==> config.mk <==
export PLATFORM = sky130hd
export DESIGN_NAME = aes_round_engine
export DESIGN_NICKNAME = d
export VERILOG_FILES = /design/src/rtl/aes_round_engine.sv
export SDC_FILE = /design/constraint.sdc
export NUM_CORES = 2
export LEC_CHECK = 0
export ABC_AREA = 1
export BUFFER_PORTS_ARGS = -buffer_cell sky130_fd_sc_hd__buf_4
export CAP_MARGIN = 20
export CORE_ASPECT_RATIO = 1.25
export CORE_MARGIN = 4
export CORE_UTILIZATION = 38
export CTS_BUF_LIST = sky130_fd_sc_hd__clkbuf_16
export DETAILED_ROUTE_END_ITERATION = 16
export PLACE_DENSITY = 0.63
export SLEW_MARGIN = 20
export SYNTH_ARGS = -nofsm -noshare
export SYNTH_HDL_FRONTEND = slang
export SYNTH_SLANG_ARGS = --single-unit
==> constraint.sdc <==
create_clock -name clk -period 4.3 [get_ports clk]
set_input_delay 1.075 -clock clk [delete_from_list [all_inputs] [get_ports clk]]
set_output_delay 1.075 -clock clk [all_outputs]
set_load 0.005 [all_outputs]
==> src/rtl/aes_round_engine.sv <==
// aes_round_engine: iterative AES-128/192/256 encryption datapath, LANES columns per cycle.
// Round 0 AddRoundKey is folded into the accept; each later round spans BEATS cycles.
module aes_round_engine #(
    parameter int LANES = 1
) (
    input  logic         clk,
    input  logic         rst_n,
    input  logic         in_valid_i,
    output logic         in_ready_o,
    input  logic [127:0] in_data_i,
    input  logic [1:0]   mode_i,
    output logic [3:0]   rk_idx_o,
    input  logic [127:0] rk_i,
    output logic         out_valid_o,
    input  logic         out_ready_i,
    output logic [127:0] out_data_o,
    output logic         busy_o
);
    localparam int BEATS = 4 / LANES;
    localparam int BW = BEATS > 1 ? $clog2(BEATS) : 1;

    if (LANES != 1 && LANES != 2 && LANES != 4) begin : g_bad_lanes
        $error("aes_round_engine: LANES must be 1, 2 or 4");
    end

    localparam logic [2047:0] SBOX = {
        128'h637c777bf26b6fc53001672bfed7ab76,
        128'hca82c97dfa5947f0add4a2af9ca472c0,
        128'hb7fd9326363ff7cc34a5e5f171d83115,
        128'h04c723c31896059a071280e2eb27b275,
        128'h09832c1a1b6e5aa0523bd6b329e32f84,
        128'h53d100ed20fcb15b6acbbe394a4c58cf,
        128'hd0efaafb434d338545f9027f503c9fa8,
        128'h51a3408f929d38f5bcb6da2110fff3d2,
        128'hcd0c13ec5f974417c4a77e3d645d1973,
        128'h60814fdc222a908846eeb814de5e0bdb,
        128'he0323a0a4906245cc2d3ac629195e479,
        128'he7c8376d8dd54ea96c56f4ea657aae08,
        128'hba78252e1ca6b4c6e8dd741f4bbd8b8a,
        128'h703eb5664803f60e613557b986c11d9e,
        128'he1f8981169d98e949b1e87e9ce5528df,
        128'h8ca1890dbfe6426841992d0fb054bb16
    };

    typedef enum logic [1:0] {IDLE, RUN, DONE} state_e;

    function automatic logic [7:0] sbox(input logic [7:0] x);
        return SBOX[8*(255-int'(x)) +: 8];
    endfunction

    function automatic logic [7:0] xtime(input logic [7:0] b);
        return {b[6:0], 1'b0} ^ (b[7] ? 8'h1b : 8'h00);
    endfunction

    function automatic logic [31:0] sub_word(input logic [31:0] w);
        return {sbox(w[31:24]), sbox(w[23:16]), sbox(w[15:8]), sbox(w[7:0])};
    endfunction

    // Row 0 of the column sits in the top byte of the word.
    function automatic logic [31:0] mix_col(input logic [31:0] w);
        logic [7:0] a0, a1, a2, a3;
        {a0, a1, a2, a3} = w;
        return {xtime(a0) ^ xtime(a1) ^ a1 ^ a2 ^ a3,
                a0 ^ xtime(a1) ^ xtime(a2) ^ a2 ^ a3,
                a0 ^ a1 ^ xtime(a2) ^ xtime(a3) ^ a3,
                xtime(a0) ^ a0 ^ a1 ^ a2 ^ xtime(a3)};
    endfunction

    function automatic logic [127:0] shift_rows(input logic [127:0] s);
        logic [127:0] o;
        o = '0;
        for (int r = 0; r < 4; r++)
            for (int c = 0; c < 4; c++)
                o[127-8*(r+4*c) -: 8] = s[127-8*(r+4*((c+r)%4)) -: 8];
        return o;
    endfunction

    state_e          st_q, st_d;
    logic [127:0]    state_q, state_d, acc_q, acc_d, out_q, out_d;
    logic [3:0]      round_q, round_d, nr_q, nr_d;
    logic [BW-1:0]   beat_q, beat_d;
    logic [127:0]    sr, merged;
    logic            last_round, last_beat;
    logic [31:0]     lane_res [LANES];
    logic [1:0]      lane_col [LANES];

    assign sr = shift_rows(state_q);
    assign last_round = round_q == nr_q;
    assign last_beat = beat_q == BW'(BEATS-1);

    for (genvar l = 0; l < LANES; l++) begin : g_lane
        logic [31:0] sw;
        assign lane_col[l] = 2'(int'(beat_q) * LANES + l);
        assign sw = sub_word(sr[{lane_col[l], 5'd0} +: 32]);
        assign lane_res[l] = (last_round ? sw : mix_col(sw)) ^ rk_i[{lane_col[l], 5'd0} +: 32];
    end

    always_comb begin
        merged = acc_q;
        for (int l = 0; l < LANES; l++)
            merged[{lane_col[l], 5'd0} +: 32] = lane_res[l];
    end

    always_comb begin
        st_d = st_q;
        state_d = state_q;
        acc_d = acc_q;
        out_d = out_q;
        round_d = round_q;
        beat_d = beat_q;
        nr_d = nr_q;
        case (st_q)
            IDLE: if (in_valid_i) begin
                state_d = in_data_i ^ rk_i;
                nr_d = mode_i == 2'b00 ? 4'd10 : mode_i == 2'b01 ? 4'd12 : 4'd14;
                round_d = 4'd1;
                beat_d = '0;
                st_d = RUN;
            end
            RUN: begin
                acc_d = merged;
                beat_d = last_beat ? '0 : beat_q + 1'b1;
                if (last_beat) begin
                    state_d = merged;
                    round_d = last_round ? 4'd0 : round_q + 4'd1;
                    if (last_round) begin
                        out_d = merged;
                        st_d = DONE;
                    end
                end
            end
            DONE: st_d = out_ready_i ? IDLE : DONE;
            default: st_d = IDLE;
        endcase
    end

    always_ff @(posedge clk or negedge rst_n) begin
        if (!rst_n) begin
            st_q <= IDLE;
            state_q <= '0;
            acc_q <= '0;
            out_q <= '0;
            round_q <= '0;
            beat_q <= '0;
            nr_q <= '0;
        end else begin
            st_q <= st_d;
            state_q <= state_d;
            acc_q <= acc_d;
            out_q <= out_d;
            round_q <= round_d;
            beat_q <= beat_d;
            nr_q <= nr_d;
        end
    end

    assign in_ready_o = st_q == IDLE;
    assign busy_o = st_q != IDLE;
    assign out_valid_o = st_q == DONE;
    assign out_data_o = out_q;
    assign rk_idx_o = st_q == RUN ? round_q : 4'd0;
endmodule

# Yosys cells after proc, flatten, opt, wreduce, memory -nomap -nowiden

Cells that the tools add are included.

Bits in registers: 396
Output and inout port bits: 135
Logic and storage cells: 85
Input bits: 262

Add/sub/neg operators: 7
Shift-type cells: 8
Equality and inequality tests: 8
Bitwise operators: 22
Mux-type cells: 24
Reduce and logical (&&, ||, !) cells: 9

Operators by type and width:

| cell                         | number |
|---|---|
| $shiftx A2048 B12 Y8 const A | 4 |
| $mux W128                    | 2 |
| $pmux W128 S2                | 1 |
| $shiftx A128 B8 Y32          | 2 |
| $bwmux W128                  | 1 |
| $shift A32 B9 Y128 const A   | 1 |
| $shiftx A32 B9 Y128          | 1 |
| $xor A128 B128 Y128          | 1 |
| $xor A8 B8 Y8                | 16 |
| $sub A8 B8 Y9 const A        | 4 |
| $mux W32                     | 1 |
| $xor A32 B32 Y32             | 1 |
| $xor A8 B5 Y8                | 4 |
| $mux W5                      | 4 |
| $mux W4                      | 4 |
| $mux W2                      | 7 |
| $neg A7 Y9                   | 1 |
| $reduce_and A3 Y1            | 3 |
| $pmux W4 S2                  | 1 |
| $ne A2 B2 Y1 const B         | 3 |
| $pmux W2 S3                  | 1 |
| $add A4 B1 Y4 const B        | 1 |
| $eq A2 B1 Y1 const B         | 2 |
| $eq A2 B2 Y1 const B         | 2 |
| other kinds (7)              | 10 |

# Depth between registers and ports, before layout

Depth after elaboration: 15
Gate-level depth with buffers: 36
Depth with buffers taken out: 34

# Worst setup path after synthesis

No wires, ideal clock.

Kind: register to register
Start: reg beat_q[0]
End: reg state_q[20]
Library setup time: 0.087 ns
Required time: 4.213 ns
Arrival time: 3.564 ns
Clock period less this slack: 3.651 ns
Buffers on the path: 2
Slack: 0.649 ns
Stages on the path, launching flop included: 33
Cell sequence: dfrtp_1 inv_2 buf_6 buf_6 nand2_1 nand2_1 nand2_1 nand2_1 ha_1 inv_1 ha_1 inv_1 a21oi_1 nand2_1 nand2_1 nand2_1 nand3_1 nand2_1 o21ai_2 nand2_1 nand2_1 nand2_1 nand2_1 nand2_1 nand2_1 nand2_1 nand2_1 nand2_1 nand2_2 nand2_1 o21ai_1 nand2_1 a22oi_1

Cells in the longest elaborated chain, start to end: 15
Elaborated cells on any way between the ends: 45
Those cells by class: add/sub: 5; eq/ne: 2; shift: 8; mux: 8; bitwise: 21; reduce/logical: 1

Ends and longest elaborated chain:

| element                                               | RTL line   | RTL |
|---|---|---|
| start: declaration                                    | 81         | `logic [BW-1:0] beat_q, beat_d;` |
| start signal: assignment                              | 152        | `beat_q <= beat_d;` |
| $shiftx A128 B8 Y32                                   | 94         | `assign sw = sub_word(sr[{lane_col[l], 5'd0} +: 32]);` |
| $sub A8 B8 Y9                                         | 48         | `return SBOX[8*(255-int'(x)) +: 8];` |
| $shiftx A2048 B12 Y8                                  | 48         |  |
| $mux W5                                               | 52         | `return {b[6:0], 1'b0} ^ (b[7] ? 8'h1b : 8'h00);` |
| $xor A8 B5 Y8                                         | 52         |  |
| $xor A8 B8 Y8, on equally long branches (4 in series) | 66, 63, 64 |  |
| $mux W32                                              | 95         | `assign lane_res[l] = (last_round ? sw : mix_col(sw)) ^ rk_i[{lane_col[l], 5'd0} +: 32];` |
| $xor A32 B32 Y32                                      | 95         |  |
| $shiftx A32 B9 Y128                                   | 101        | `merged[{lane_col[l], 5'd0} +: 32] = lane_res[l];` |
| $bwmux W128                                           | 101        |  |
| $mux W128                                             | 123        | `if (last_beat) begin` |
| $pmux W128 S2                                         | 112        | `case (st_q)` |
| end signal: assignment                                | 148        | `state_q <= state_d;` |
| end: declaration                                      | 79         | `logic [127:0] state_q, state_d, acc_q, acc_d, out_q, out_d;` |

Parallel ways exist; a longest one is shown, timed or not. The select of a mux whose other input is x is not followed.
A chain may end at the register's enable or synchronous reset.

# Final worst setup path

Start: reg beat_q[1]
End: reg state_q[11]

Same word-level chain as after synthesis.

==> results.txt <==
Max stage delay cell, worst path = dfrtp_2
Netlist cell types = 46
Status = finished, violations left
Die Ht = 357 um
Syn avg cell area = 6.08 um^2
Insertion delay to the later sink of the worst-skew pair = 570 ps
Worst rel slew slack = 36.7%
Vias = 49,192
Finished Layout Cells = 8,482
Core area = 96,500 um^2
Top cell type by total area after synthesis = dfrtp_1
Largest net degree at the start of global routing = 163
Total I/O pin count = 397
Ys flop type = dfrtp_1
I/O Buffers = 396
Most used cell, CP = nand2_1
FP Rows = 127
CP max stage delay = 450 ps
Final GP Congestion = 1.06
Initial antenna violation count = 0
TritonRoute pass-1 iters = 6
Worst Path Arrival = 4770 ps
Synth top area cells = dfrtp_1 (27%), nand2_1 (21%), nand3_1 (15%)
Max_cap viols = 0
Clk slew on worst S/H paths = 80 ps
Failing checks = negative setup slack
DP HPWL = 167,000 um
FILL cells = 9,756
Final setup vio count = 1
Final WS setup = -8.39 ps
Clock buffer depth = 3
Final-report hold violation count = 0
Commonest cells in the netlist = nand2_1 (2,107), nand3_1 (1,144), inv_1 (442)
Number of synthesized flops with an enable pin = 0
Reg-to-reg slack, setup = -8 ps
H-tree depth = 2
Root Buffer Master = clkbuf_16
Synth Register Bits = 395
Fin crit share = 100%
CTS tree = yes
Min-Delay Path Class = reg -> reg
Synth Warn # = 0
Starting density of the core = 38.5%
Crit Path Category = reg -> reg
Synth top area share = 26.6%
Gr usage total = 39.9%
Die width = 287 um
Cells after synthesis = 6,106
Asr flop ratio synth = 100%
Full die area = 103,000 um^2
Max Fclk = 0.232 GHz
Drt wl/cell = 25.7 um
Layout Nets = 7,507
WHS = 482 ps
Worst Path Max Fanout = 16
Inserted Clock Buffers = 35
Layout cells sized above 1 = 30.8%
Final Max Slew Viols = 0
Min cycle time layout = 4310 ps
GRT Residual Overflow = 0
First DRT Iteration DRCs = 5,466
Drc violations = 0
Layout area overhead = 42.1%
Vias in the first global route = 46,313
ANT cells = 0
Drt via density = 5.80
Layout Skew = 31.7 ps
Most frequent cell after synthesis = nand2_1
Post-DRT Antenna Nets = 0
Clock sinks = 395
CP required = 4770 ps
Critical Path End Type = register
Startpoint Class = register
Synth Cell Area = 37,100 um^2
Post-Synthesis Net Count = 6,443
Drt total wl = 218,000 um
Tightest Pin Transition = 949 ps
RSZ-0062 raised after global routing = yes
Placed insts = 8,319
Sequential element share of the synthesized area = 26.6%
Final core occ = 54.7%
Global-route wire length before repair = 307,000 um
==> layout by cell type (no fill, tap or decap), drive strengths merged, types with 2 or more instances in the layout <==
master    synthesis  layout
clkinv            6      22
nand2          2228    2235
nor3              4       4
o21ai           369     369
a31oi            65      65
bufinv            0       2
xnor2           119     119
a21oi           242     242
a22oi            11      11
clkinvlp          0       2
o22ai             7       7
xor2             15      15
buf             249    1393
o211ai           40      40
dfrtp           395     395
a32oi            35      35
nand3          1167    1167
ha               75      75
nor2            332     332
nand3b           22      22
clkbuf          133      44
inv             485     488
or2              21      21
nand4            81      81
==> sequential cells by signal, summed over array words and instances, names as in the netlist <==
register	cells
acc_q	128
out_data_o	128
state_q	128
round_q	4
nr_q	3
beat_q	2
st_q	2
==> area by class of cell <==
| cell class | instances | area (um^2) | area share (%) |
|---|---|---|---|
| flip-flops and latches | 395 | 9890 | 18.8 |
| well taps | 1290 | 1610 | 3.06 |
| clock buffers | 36 | 901 | 1.71 |
| repair buffers | 1402 | 12200 | 23.2 |
| inverters | 491 | 1910 | 3.62 |
| multi-input cells | 4845 | 26000 | 49.3 |
| clock inverters | 23 | 181 | 0.344 |
==> kinds of logic after synthesis <==
group | count (synthesis) | share of synthesized area (%)
AOI/OAI and AO/OA | 771 | 11.7
buffers and inverters | 873 | 10.7
adders and majority gates | 75 | 2.53
xor gates and xnor gates | 134 | 3.16
and+or+nand+nor | 3858 | 45.3
DFF | 395 | 26.6
==> per-stage QoR <==
step / setup TNS (ps) / setup slack [ps] / area [um^2]
detailed placement: -29180 / -315 / 47600
finish: -8.39 / -8.39 / 52700
floorplan: 0 / 649 / 37100
global placement: -22190 / -249 / 47600
global route: -11940 / -185 / 52700
CTS: -298 / -46.3 / 49200
==> worst max-delay path: cells and delay by family (launching register included) <==
family          cells  cell delay [ps]
compound gates      3              400
simple gates       20             2230
buf+inv             7             1100
flops               1              450
==> path summary, 6_finish.rpt <==
check | start | to | depth (start not counted)
worst min-delay path | acc_q[110] | acc_q[110] | 2
worst min register to register | acc_q[110] | acc_q[110] | 2
worst max-delay path | beat_q[1] | state_q[11] | 30
max in group asynchronous | rst_n | out_data_o[44] | 2
worst max register to register | beat_q[1] | state_q[11] | 30
min in group asynchronous | rst_n | acc_q[29] | 1
==> layer usage <==
metal  vias to the layer above  wire (um)  track usage [%]  share of wire (%)
met5                         -          0                0                  0
met4                         0      19900             28.7                9.1
met3                       751      18800             5.70                8.6
met2                      3005      99300             64.9                 46
met1                     23284      79700             48.2                 37
li1                      22152          -                -                  -
==> timing repair <==
item                                    CTS  global route
endpoints found under the setup margin  341           383
gates resized for setup                 115           681
hold endpoints to repair                  0             0
buffers inserted                          6            82
hold buffers                              0             0
cloned                                    1            15
pin swaps                                21            95
Power is left out: the tool's default activity adds up to more than one toggle a clock period on the data nets, which glitch-free logic cannot reach.
